==> config.mk <==
export PLATFORM = sky130hd
export DESIGN_NAME = seletor_7seg_mux
export DESIGN_NICKNAME = d
export VERILOG_FILES = /design/src/rtl/seletor_7seg_mux.sv
export SDC_FILE = /design/constraint.sdc
export NUM_CORES = 1
export LEC_CHECK = 0
export BUFFER_PORTS_ARGS = -buffer_cell sky130_fd_sc_hd__buf_2
export CAP_MARGIN = 15
export CORE_ASPECT_RATIO = 0.5
export CORE_MARGIN = 3
export CORE_UTILIZATION = 37
export CTS_CLUSTER_DIAMETER = 80
export DETAILED_ROUTE_END_ITERATION = 8
export PLACE_DENSITY_LB_ADDON = 0.25
export SYNTH_ARGS = -nofsm -noshare
export SYNTH_HDL_FRONTEND = slang
export SYNTH_SLANG_ARGS = --single-unit
==> constraint.sdc <==
create_clock -name clk -period 4 [get_ports clk]
set_clock_uncertainty 0.05 [all_clocks]
set_input_delay 0.8 -clock clk [delete_from_list [all_inputs] [get_ports clk]]
set_output_delay 0.8 -clock clk [all_outputs]
set_load 0.05 [all_outputs]
==> src/rtl/seletor_7seg_mux.sv <==
// Time-multiplexed N-digit 7-segment driver: prescaled one-hot anode scan, hex decode,
// blanking with leading-zero suppression, anti-ghosting dead time, frame-coherent data snapshot.
module seletor_7seg_mux #(
    parameter int N_DIGITS       = 4,
    parameter int DIV            = 50000,
    parameter int DEAD           = 500,
    parameter bit AC_ACTIVE_LOW  = 1'b1,
    parameter bit SEG_ACTIVE_LOW = 1'b1,
    localparam int IDX_W = (N_DIGITS > 1) ? $clog2(N_DIGITS) : 1
) (
    input  logic                  clk,
    input  logic                  rst,
    input  logic                  en,
    input  logic [4*N_DIGITS-1:0] digits,
    input  logic [N_DIGITS-1:0]   dp,
    input  logic [N_DIGITS-1:0]   blank_mask,
    input  logic                  lz_blank,
    output logic [6:0]            SEG,
    output logic                  DP,
    output logic [N_DIGITS-1:0]   AC,
    output logic [IDX_W-1:0]      digit_idx,
    output logic                  frame_tick
);

    localparam int CNT_W = $clog2(DIV);

    localparam logic [CNT_W-1:0]    CNT_LAST = CNT_W'(DIV - 1);
    localparam logic [CNT_W-1:0]    CNT_DEAD = CNT_W'(DEAD);
    localparam logic [IDX_W-1:0]    IDX_LAST = IDX_W'(N_DIGITS - 1);
    localparam logic [N_DIGITS-1:0] AC_OFF   = {N_DIGITS{AC_ACTIVE_LOW}};
    localparam logic [6:0]          SEG_OFF  = {7{SEG_ACTIVE_LOW}};
    localparam logic                DP_OFF   = SEG_ACTIVE_LOW;

    function automatic logic [6:0] hex_to_seg(input logic [3:0] nib);
        logic [6:0] code;
        code = 7'h00;
        case (nib)
            4'h0: code = 7'h3F;
            4'h1: code = 7'h06;
            4'h2: code = 7'h5B;
            4'h3: code = 7'h4F;
            4'h4: code = 7'h66;
            4'h5: code = 7'h6D;
            4'h6: code = 7'h7D;
            4'h7: code = 7'h07;
            4'h8: code = 7'h7F;
            4'h9: code = 7'h6F;
            4'hA: code = 7'h77;
            4'hB: code = 7'h7C;
            4'hC: code = 7'h39;
            4'hD: code = 7'h5E;
            4'hE: code = 7'h79;
            4'hF: code = 7'h71;
            default: code = 7'h00;
        endcase
        return code;
    endfunction

    logic [CNT_W-1:0]      cnt;
    logic [IDX_W-1:0]      idx;
    logic                  primed;
    logic [4*N_DIGITS-1:0] snap_digits;
    logic [N_DIGITS-1:0]   snap_dp;
    logic [N_DIGITS-1:0]   snap_blank;
    logic                  snap_lz;

    logic                  cnt_last;
    logic                  frame_end;
    logic                  capture;
    logic                  in_active;
    logic [N_DIGITS-1:0]   blank_vec;
    logic                  above_zero;
    logic [N_DIGITS-1:0]   ac_onehot;
    logic [3:0]            cur_nib;
    logic                  cur_dp;
    logic                  cur_blank;

    assign cnt_last  = (cnt == CNT_LAST);
    assign frame_end = cnt_last && (idx == IDX_LAST);
    assign capture   = en && (!primed || frame_end);
    assign in_active = (DEAD == 0) ? 1'b1 : (cnt >= CNT_DEAD);

    // Walk from the most significant digit down; a digit is a leading zero while
    // everything at and above it is zero. Digit 0 always stays visible.
    always_comb begin
        // NOTE: every variable gets a default before any conditional write, so no latch is inferred.
        blank_vec  = '0;
        above_zero = 1'b1;
        for (int i = N_DIGITS - 1; i >= 0; i--) begin
            above_zero   = above_zero && (snap_digits[4*i +: 4] == 4'h0);
            blank_vec[i] = snap_blank[i] || (snap_lz && above_zero && (i != 0));
        end
    end

    always_comb begin
        cur_nib   = 4'h0;
        cur_dp    = 1'b0;
        cur_blank = 1'b0;
        ac_onehot = '0;
        for (int i = 0; i < N_DIGITS; i++) begin
            if (idx == IDX_W'(i)) begin
                cur_nib      = snap_digits[4*i +: 4];
                cur_dp       = snap_dp[i];
                cur_blank    = blank_vec[i];
                ac_onehot[i] = 1'b1;
            end
        end
    end

    always_ff @(posedge clk) begin
        if (rst) begin
            // NOTE: sequential state uses non-blocking assignments so every register samples pre-edge values.
            cnt         <= '0;
            idx         <= '0;
            primed      <= 1'b0;
            snap_digits <= '0;
            snap_dp     <= '0;
            snap_blank  <= '0;
            snap_lz     <= 1'b0;
            AC          <= AC_OFF;
            SEG         <= SEG_OFF;
            DP          <= DP_OFF;
            digit_idx   <= '0;
            frame_tick  <= 1'b0;
        end else begin
            digit_idx  <= idx;
            frame_tick <= en && frame_end;
            if (capture) begin
                snap_digits <= digits;
                snap_dp     <= dp;
                snap_blank  <= blank_mask;
                snap_lz     <= lz_blank;
                primed      <= 1'b1;
            end
            if (en) begin
                if (cnt_last) begin
                    cnt <= '0;
                    idx <= (idx == IDX_LAST) ? '0 : idx + 1'b1;
                end else begin
                    cnt <= cnt + 1'b1;
                end
                // Segments switch to the new digit during the dead phase while anodes are off.
                AC  <= (in_active && !cur_blank) ? (ac_onehot ^ AC_OFF) : AC_OFF;
                SEG <= cur_blank ? SEG_OFF : (hex_to_seg(cur_nib) ^ SEG_OFF);
                DP  <= (in_active && !cur_blank && cur_dp) ? !DP_OFF : DP_OFF;
            end else begin
                AC  <= AC_OFF;
                SEG <= SEG_OFF;
                DP  <= DP_OFF;
            end
        end
    end

endmodule

==> run_results.csv <==
group,metric,value,unit
floorplanning,std_cell_rows,21,
timing,relSlewSlack,0.312,
drt,routedWlPerCell,14.1,um
floorplanning,pin_count,43,
clock_network,numClockSinks,59,
worst_setup_path,start_kind,"flip-flop",
logic_synthesis,syn_area,0.00278,mm^2
floorplanning,die_area,0.00866,mm^2
clock_network,cts_max_level,3,
drt,drt_iter0_markers,90,
timing,rsz0062_at_grt,"false",
logic_synthesis,ys_top_cells_by_count,"dfxtp_1 (59), nor2_1 (53), mux2i_1 (31)",
logic_synthesis,synth_ff_type,"dfxtp_1",
timing,fmax,0.395,GHz
worst_setup_path,crit-reg2reg-capture,"SEG[3]$_SDFF_PP1_",
logic_synthesis,yosysMostFrequentCell,"dfxtp_1",
clock_network,hold_buffers,0,
logic_synthesis,syn_inst,296,
outcome,status,"finished clean",
placement,gp_congestion,0.822,
layout,n_antenna_cell,0,
timing,finalSetupTns,0,ps
timing,tightest_slew,1030,ps
placement,hpwlAfterDp,4320,um
drt,drtAntennaViolNets,0,
drt,via_per_inst,5.10,
power,power,1.53,mW
drt,firstDrtPassIters,4,
grt,grt_max_degree,35,
logic_synthesis,synth_edf_count,0,
logic_synthesis,yosys-top-cells-area,"dfxtp_1 (42%), mux2i_1 (11%), nor2_1 (7.2%)",
worst_setup_path,r2r_slack,1470,ps
logic_synthesis,synth_top_cell_by_area,"dfxtp_1",
floorplanning,core,0.00699,mm^2
worst_setup_path,critPathLaunch,"idx[0]$_SDFFE_PP0P_",
timing,finalSetupViolCount,0,
timing,fin_crit,2530,ps
grt,first_global_vias,2107,
drt,wirelength,6040,um
clock_network,cts_made_buffers,9,
clock_network,cts_tree,"yes",
clock_network,root_buffer,"clkbuf_16",
logic_synthesis,syn-num-nets,336,
power,power_density,458,mW/mm^2
min_path,min_to,"primed$_SDFFE_PP0P_",
worst_setup_path,critPathKind,"reg -> reg",
min_path,min_path_cells,2,
layout,areaGrowthSynthToFinish,19.9,%
floorplanning,die_x,129,um
grt,grt.overflow.total,0,
timing,holdWs,419,ps
logic_synthesis,avgSynthCellArea,9.40,um^2
drt,vias,2186,
logic_synthesis,ys_warn_count,0,
logic_synthesis,ys_seq_area_frac,0.425,
clock_network,clk_latency,330,ps
logic_synthesis,yosysUniqueCellTypes,45,
worst_setup_path,r2r_cells,8,
placement,portBuffers,42,
timing,finalCritPeriodShare,0.634,
logic_synthesis,async_reset_ff_frac,0,
clock_network,cts_resized,0,
layout,layout-drive-gt1-share,0.190,
timing,slew_viol_final,0,
floorplanning,start_util,0.398,
clock_network,cts_setup_buffers,0,
layout,nets,372,
clock_network,clk_pin_slew_worst_paths,50,ps
grt,grt_pass1_wl,10100,um
floorplanning,die_h,67.3,um
worst_setup_path,required,4170,ps
worst_setup_path,reg2reg_from,"idx[0]$_SDFFE_PP0P_",
timing,final_hold_viol_count,0,
worst_setup_path,end_kind,"flip-flop",
logic_synthesis,synth_seq_cells,59,
drt,remaining_drc_errors,0,
worst_setup_path,path_max_fanout,21,
min_path,hp-class,"reg -> reg",
flow_run,drv_cap,0,
worst_setup_path,cp.arrival,2700,ps
min_path,hp-start,"primed$_SDFFE_PP0P_",
layout,nFillCells,665,
power,ir_worst_vdd,0.000199,V
logic_synthesis,netlist.area_leader.share,0.425,
clock_network,cts_buffer_depth,2,
power,p_leak,1.40,nW
grt,grt_use_total,0.152,
grt,grt_antenna_before_repair,0,
## how the worst max path moves through the flow
stage / depth (start not counted) / slack [ps] / end
3_5_place_dp: 8 / 1520 / SEG[3]$_SDFF_PP1_
4_1_cts: 8 / 1510 / SEG[3]$_SDFF_PP1_
3_3_place_gp: 8 / 1630 / SEG[3]$_SDFF_PP1_
6_report: 8 / 1470 / SEG[3]$_SDFF_PP1_
5_1_grt: 6 / 1310 / SEG[0]$_SDFF_PP1_
2_1_floorplan: 10 / 1670 / SEG[3]$_SDFF_PP1_
## layer usage
metal  vias to the layer above  GRT usage  routed length [um]
li1                       1106          -                   -
met1                      1034      0.184                2870
met2                        39      0.241                2770
met3                         7     0.0735                 341
met4                         0     0.0471                  53
met5                         -          0                   0
## through the flow
step	cells	util	cell area (um^2)	setup WS, ps
4_1_cts	429	0.477	3330	1510
6_report	429	0.477	3330	1470
3_3_place_gp	413	0.433	3020	1630
3_5_place_dp	413	0.433	3020	1520
5_1_grt	429	0.477	3330	1310
2_1_floorplan	296	-	2780	1670
## worst max-delay path: stages (launching register included)
cell and delay [ps]:
dfxtp_1 400, ha_1 610, a211oi_1 110, a221o_1 450
inv_1 160, ha_1 260, mux2i_1 160, mux2_2 170
nand2_1 40
## where the power goes
part,switching [mW],internal (mW),total [mW]
Sequential,0.0151,0.612,0.627
Clock,0.249,0.520,0.769
Combinational,0.0769,0.0530,0.130
## layout by cell type (no fill, tap or decap), drive strengths merged, types with 2 or more instances in the layout
cell / instances
a211oi: 7
a21oi: 5
a221o: 4
and4: 2
buf: 43
clkbuf: 16
dfxtp: 59
ha: 12
inv: 12
mux2i: 31
nand2: 12
nand2b: 3
nand3: 11
nand3b: 5
nand4: 7
nor2: 53
nor2b: 2
nor3b: 5
nor4: 6
nor4b: 2
o211ai: 2
o21ai: 7
xnor2: 4
xor2: 11
## cell families after synthesis
| family | share of synthesized area |
|---|---|
| and+or+nand+nor | 0.230 |
| DFF | 0.425 |
| muxes | 0.116 |
| AOI/OAI and AO/OA | 0.0792 |
| buffers and inverters | 0.0490 |
| xor gates and xnor gates | 0.0472 |
| adders and majority gates | 0.0540 |
## area by class of cell
type	instances	area, um^2	area share
clock buffers	16	312	0.0934
inverters	12	45.0	0.0135
multi-input cells	207	1460	0.439
flip-flops and latches	59	1180	0.354
well taps	92	115	0.0345
repair buffers	43	218	0.0653
## flip-flops by register name, summed over array words and instances, names as in the netlist
name         count
cnt             16
snap_digits     16
SEG              7
AC               4
snap_blank       4
snap_dp          4
digit_idx        2
idx              2
DP               1
frame_tick       1
primed           1
snap_lz          1
Note: power is estimated with default switching activity, not from simulation.
